`src/rtl/fp16_to_fixed_pkg.sv`:
```
// Shared FP16 field constants and the converter FSM encoding.
// Imported by the FP16 to fixed-point converter and its bench.
package fp16_to_fixed_pkg;

  localparam int FP16_EXP_W   = 5;
  localparam int FP16_MANT_W  = 10;
  localparam int FP16_BIAS    = 15;
  localparam int FP16_EXP_MAX = 31;

  typedef enum logic [1:0] {
    ST_IDLE  = 2'd0,
    ST_SHIFT = 2'd1,
    ST_DONE  = 2'd2
  } state_t;

endpackage

```
`src/rtl/fp16_to_fixed.sv`:
```
// FP16 to signed fixed-point converter; the mantissa is aligned one bit per
// cycle, with valid/ready handshakes on both the input and output sides.
module fp16_to_fixed
  import fp16_to_fixed_pkg::*;
#(
  parameter int OUT_W  = 16,
  parameter int FRAC_W = 4
) (
  input  logic             CLK,
  input  logic             RESET,
  input  logic             in_valid,
  output logic             in_ready,
  input  logic [15:0]      in_data,
  output logic             out_valid,
  input  logic             out_ready,
  output logic [OUT_W-1:0] out_data,
  output logic             out_ovf,
  output state_t           state_dbg
);

  // Handshakes: a transfer happens on a rising edge where valid & ready are
  // both high; valid never waits on ready, and data holds while valid & !ready.

  localparam int               MAG_W    = OUT_W + 1;
  localparam logic signed [7:0] SH_OFS  = 8'(FRAC_W - FP16_BIAS - FP16_MANT_W);
  localparam logic signed [7:0] SH_MIN  = -8'sd11;
  localparam logic signed [7:0] SH_SAT  = 8'(OUT_W - FP16_MANT_W);
  localparam logic [FP16_EXP_W-1:0] EXP_ALL1 = FP16_EXP_W'(FP16_EXP_MAX);
  localparam logic [MAG_W-1:0] HALF     = MAG_W'(1) << (OUT_W - 1);
  localparam logic [MAG_W-1:0] SAT_MAG  = MAG_W'(1) << OUT_W;
  localparam logic [OUT_W-1:0] POS_MAX  = {1'b0, {(OUT_W-1){1'b1}}};
  localparam logic [OUT_W-1:0] NEG_MIN  = {1'b1, {(OUT_W-1){1'b0}}};

  state_t           state, state_nx;
  logic             sign_q, right_q;
  logic [7:0]       count_q;
  logic [MAG_W-1:0] mag_q;

  logic [FP16_EXP_W-1:0]  e_in;
  logic [FP16_MANT_W-1:0] m_in;
  logic signed [7:0]      sh;
  logic [7:0]             sh_abs;
  logic                   is_zero, is_sat, accept;
  logic [MAG_W-1:0]       mag_init;
  logic [7:0]             count_init;
  logic [OUT_W-1:0]       fin_data;
  logic                   fin_ovf;

  assign e_in   = in_data[14:10];
  assign m_in   = in_data[9:0];
  assign sh     = signed'({3'b000, e_in}) + SH_OFS;
  assign sh_abs = sh[7] ? -sh : sh;

  // Specials never shift: saturation loads a magnitude above 2^(OUT_W-1) so
  // the normal finish logic clamps it toward the sign and flags overflow.
  assign is_zero = (e_in == '0) || (e_in == EXP_ALL1 && m_in != '0) ||
                   (e_in != EXP_ALL1 && sh <= SH_MIN);
  assign is_sat  = (e_in == EXP_ALL1 && m_in == '0) ||
                   (e_in != EXP_ALL1 && sh >= SH_SAT);

  assign mag_init   = is_zero ? '0 : (is_sat ? SAT_MAG : MAG_W'({1'b1, m_in}));
  assign count_init = (is_zero || is_sat) ? 8'd0 : sh_abs;

  assign in_ready  = (state == ST_IDLE);
  assign out_valid = (state == ST_DONE);
  assign accept    = in_valid & in_ready;
  assign state_dbg = state;

  always_comb begin
    fin_data = sign_q ? OUT_W'(-mag_q) : mag_q[OUT_W-1:0];
    fin_ovf  = 1'b0;
    if (!sign_q && mag_q >= HALF) begin
      fin_data = POS_MAX;
      fin_ovf  = 1'b1;
    end else if (sign_q && mag_q > HALF) begin
      fin_data = NEG_MIN;
      fin_ovf  = 1'b1;
    end
  end

  always_comb begin
    state_nx = state;
    unique case (state)
      ST_IDLE:  if (in_valid)        state_nx = ST_SHIFT;
      ST_SHIFT: if (count_q == 8'd0) state_nx = ST_DONE;
      ST_DONE:  if (out_ready)       state_nx = ST_IDLE;
      default:                       state_nx = ST_IDLE;
    endcase
  end

  always_ff @(posedge CLK or posedge RESET) begin
    if (RESET) state <= ST_IDLE;
    else       state <= state_nx;
  end

  always_ff @(posedge CLK or posedge RESET) begin
    if (RESET) begin
      sign_q   <= 1'b0;
      right_q  <= 1'b0;
      count_q  <= 8'd0;
      mag_q    <= '0;
      out_data <= '0;
      out_ovf  <= 1'b0;
    end else if (accept) begin
      sign_q  <= in_data[15];
      right_q <= sh[7];
      count_q <= count_init;
      mag_q   <= mag_init;
    end else if (state == ST_SHIFT) begin
      if (count_q != 8'd0) begin
        mag_q   <= right_q ? (mag_q >> 1) : (mag_q << 1);
        count_q <= count_q - 8'd1;
      end else begin
        out_data <= fin_data;
        out_ovf  <= fin_ovf;
      end
    end
  end

endmodule
```
`config.mk`:
```
export PLATFORM = sky130hd
export DESIGN_NAME = fp16_to_fixed
export DESIGN_NICKNAME = d
export VERILOG_FILES = /design/src/rtl/fp16_to_fixed_pkg.sv /design/src/rtl/fp16_to_fixed.sv
export SDC_FILE = /design/constraint.sdc
export NUM_CORES = 1
export LEC_CHECK = 0
export ABC_AREA = 1
export CAP_MARGIN = 15
export CORE_ASPECT_RATIO = 2
export CORE_MARGIN = 5
export CORE_UTILIZATION = 60
export CTS_CLUSTER_SIZE = 8
export DETAILED_ROUTE_END_ITERATION = 8
export GPL_TIMING_DRIVEN = 1
export PLACE_DENSITY_LB_ADDON = 0.08
export SKIP_LAST_GASP = 1
export SLEW_MARGIN = 20
export SYNTH_ARGS = -nofsm -noshare
export SYNTH_HDL_FRONTEND = slang
export SYNTH_SLANG_ARGS = --single-unit
```
`constraint.sdc`:
```
create_clock -name CLK -period 5.1 [get_ports CLK]
set_clock_uncertainty 0.1 [all_clocks]
set_input_delay 1.275 -clock CLK [delete_from_list [all_inputs] [get_ports CLK]]
set_output_delay 1.275 -clock CLK [all_outputs]
set_load 0.02 [all_outputs]
```
==> metrics.sh <==
WORST_PIN_SLEW_PS=719.6
IO_BUFFER_COUNT=40
ROUTE.VIAS.TOTAL=2904
DRT_PASS1_ITERATIONS=4
GRT_SETUP_UNREPAIRED='false'
GRT.OVERFLOW.TOTAL=0
DESIGN.PORTCOUNT=41
WORSTSKEWPAIRLATENCY_PS=300
SYNTH_NETS=460
POST_DRT_VIA_CELL_RATIO=5.574
SYNTH_EDF_COUNT=0
CTS-RESIZED-GATES=0
GRT_START_MAX_NET_PINS=47
VIAS_IN_THE_FIRST_GLOBAL_ROUTE=2789
SYNTH_AREA_LEADER_CELL='dfrtp_1'
H-TREE-DEPTH=2
DIE_WIDTH_UM=60.28
DRT-WIRELENGTH-PER-CELL_UM=13.56
ANTENNA_LEFT=0
GRT_USE_TOTAL=0.2275
YOSYS.AREA_SHARE.SIMPLE=0.3086
ANTENNA_FOUND_INITIAL=0
YOSYS_WARNINGS=0
CRIT_TYPE='in -> reg'
CORE_REGION_AREA_UM2=4910
SETUP.WORST_PATH.END_CLASS='flop'
TIMING.FINAL.CRIT_PERIOD_PS=3239
SYNTH-MAIN-FF-CELL='dfrtp_1'
SYNTH-XOR-AREA-SHARE=0.02021
YOSYS.CELL_COUNT.TOP_TYPE='nand2_1'
PERIOD_SHARE=0.6350
MAX_CAP_VIOLATION_COUNT=0
ANTENNADIODECOUNT=0
PATH_CLK_SLEW_PS=80
TRITONCTS='yes'
CTS.ROOT.BUFFER_CELL='clkbuf_8'
DPL.CELL_COUNT=514
FLOW.AREA_GROWTH_FROM_SYNTHESIS_PCT=15.59
HOLD_BUFFERS=0
PEAKVDDDROP_mV=0.4319
WL_UM=7064
FINAL_CELL_COUNT_NO_FILL=521
CRITPATHMAXFANOUT=16
SYN_AREA_PER_CELL_UM2=7.037
FRACTION_OF_LAYOUT_CELLS_WITH_A_SIZE_SUFFIX_ABOVE_1=0.05388
DETAIL_ROUTE.ITER0.VIOLATIONS=115
SYNTH.FF_LATCH_COUNT=46
OUTCOME='complete, no violations'
TIMING_HOLD_VIOLATIONS_FINAL=0
CP_DATA_REQUIRED_TIME_PS=5220
PLACE_HPWL_UM=5400
DRT_DRC_VIOLATIONS_LEFT=0
START_UTIL=0.6177
FILL_CELLS=452
CLOCK_PATH_BUFFERS=2
GP_CONGESTION=0.8482
MAX_FREQ_GHz=0.3088
SYNTH-ADDER-AREA-SHARE=0.03713
CTS.SINKS=46
SEQUENTIAL_CELL_AREA_UM2=1151
MAPPEDNETLISTAREA_UM2=3033
POST_SYNTH_NUM_CELL_TYPES=33
LAYOUT.CORE_UTILIZATION=0.7141
SYNTH-COMPOUND-AREA-SHARE=0.1729
CTS_SETUP_BUFFERS=0
FINAL-SETUP-VIOL-COUNT=0
ASYNC_FLOP_SHARE=1.000
SYNTH.AREA.TOP_CELLS='dfrtp_1, nand2_1, nor2_1'
DIE_HEIGHT_UM=110.5
SYNTH_TOP_AREA_FRAC=0.3795
YOSYS-TOP-CELLS-COUNT='nand2_1, nor2_1, dfrtp_1'
DETAILED_PLACE.AREA_UM2=3430
SYNTHCELLS=431
TNS_PS=0
MULTIPLEXER_SHARE_OF_THE_SYNTHESIZED_AREA=0
MIN_PATH_TYPE='reg -> reg'
FINAL_AREA_UM2=3506
CRITICAL_PATH_START_TYPE='input pin'
POWER.LEAKAGE_nW=1.614
SLEW_HEADROOM=0.5203
SEQ_AREA_FRAC_SYNTH=0.3795
CRIT_ARRIVAL_PS=3360
FLOORPLAN.ROWS=36
CTS-BUFFERS-INSERTED=5
POWER_DENSITY_nW_PER_UM2=617.4
TOTAL_DIE_AREA_UM2=6663
SYNTH_TOP_FAMILY_BY_AREA='simple AND/OR/NAND/NOR gates'
DESIGN.FINAL.NETS=493
MULTI_INPUT_LOGIC_AREA_UM2=1634
FIRST_PASS_GRT_WIRE_LENGTH_UM=12010
TIMING_MAX_TRANSITION_VIOLATIONS_FINAL=0
-- worst paths after layout --
path | startpoint | end | slack [ps] | cells after the start
setup / recovery | in_data[10] | mag_q[7]$_DFFE_PP0P_ | 1860 | 10
hold / removal | out_data[15]$_DFFE_PP0P_ | out_data[15]$_DFFE_PP0P_ | 380 | 2
setup reg to reg | count_q[0]$_DFFE_PP0P_ | mag_q[0]$_DFFE_PP0P_ | 2560 | 8
hold reg to reg | out_data[15]$_DFFE_PP0P_ | out_data[15]$_DFFE_PP0P_ | 380 | 2
max in group asynchronous | RESET | count_q[4]$_DFFE_PP0P_ | 3200 | 3
min in group asynchronous | RESET | out_data[0]$_DFFE_PP0P_ | 1320 | 3
-- layout make-up --
type	count	share of cell area
repair buffers	42	0.1185
inverters	42	0.04497
well taps	57	0.02034
clock buffers	7	0.02177
flip-flops and latches	46	0.3283
multi-input cells	327	0.4661
-- routing by layer --
metal,part of all wire,routed length [µm],vias to the layer above,track usage
li1,-,-,1475,-
met1,0.38,2665,1336,0.2446
met2,0.56,3922,70,0.4118
met3,0.036,252,23,0.03271
met4,0.032,223,0,0.1006
met5,0,0,-,0
-- where the power goes --
group	switching, mW	internal, mW
sequential	0.196	0.543
combinational	0.734	0.479
clock	0.119	0.0946
total	1.05	1.12
-- cells in the final DEF, fill, tap and decap left out, drive strengths merged, types with 2 or more instances in the layout --
cell           Yosys  final
dfrtp             46     46
ha                 9      9
o211ai             2      2
a21oi             38     38
nor3               2      2
a31oi              4      4
buf               10      2
o21ai             45     45
nor2              71     71
inv               42     41
nand2             95     95
nand4              5      5
xor2               7      7
nand3             41     41
o31ai              2      2
clkdlybuf4s50      0     40
nand3b             2      2
clkbuf             6      7
-- registers in the layout, indices dropped and copies added, names as in the netlist --
name and flops:
out_ovf 1, out_data 16, count_q 8, sign_q 1, right_q 1, mag_q 17
state_dbg 2
-- per-stage QoR --
step                      total power, mW  worst slack [ps]  hold slack, ps
final                               2.165              1861           383.2
after global routing                2.366              1677           403.4
after detailed placement            1.953              1578           365.7
after CTS                           2.171              1885           387.3
after global placement              1.921              1672           364.2
after floorplan                     1.590              2445           389.5
-- critical path, stage by stage --
cell and delay, ps:
clkdlybuf4s50_1 540, inv_1 120, ha_1 350, a21oi_1 170, nand3_1 80, nand2_1 70, nand2_1 80, a21oi_4 380
nand3_1 130, a21oi_1 170
-- cell families after synthesis --
group                      after synthesis
buffers and inverters                   58
DFF                                     46
adders and majority gates                9
AOI/OAI and AO/OA                       93
xor gates and xnor gates                 7
and+or+nand+nor                        218
No activity file was read; power rests on OpenSTA's default activity.
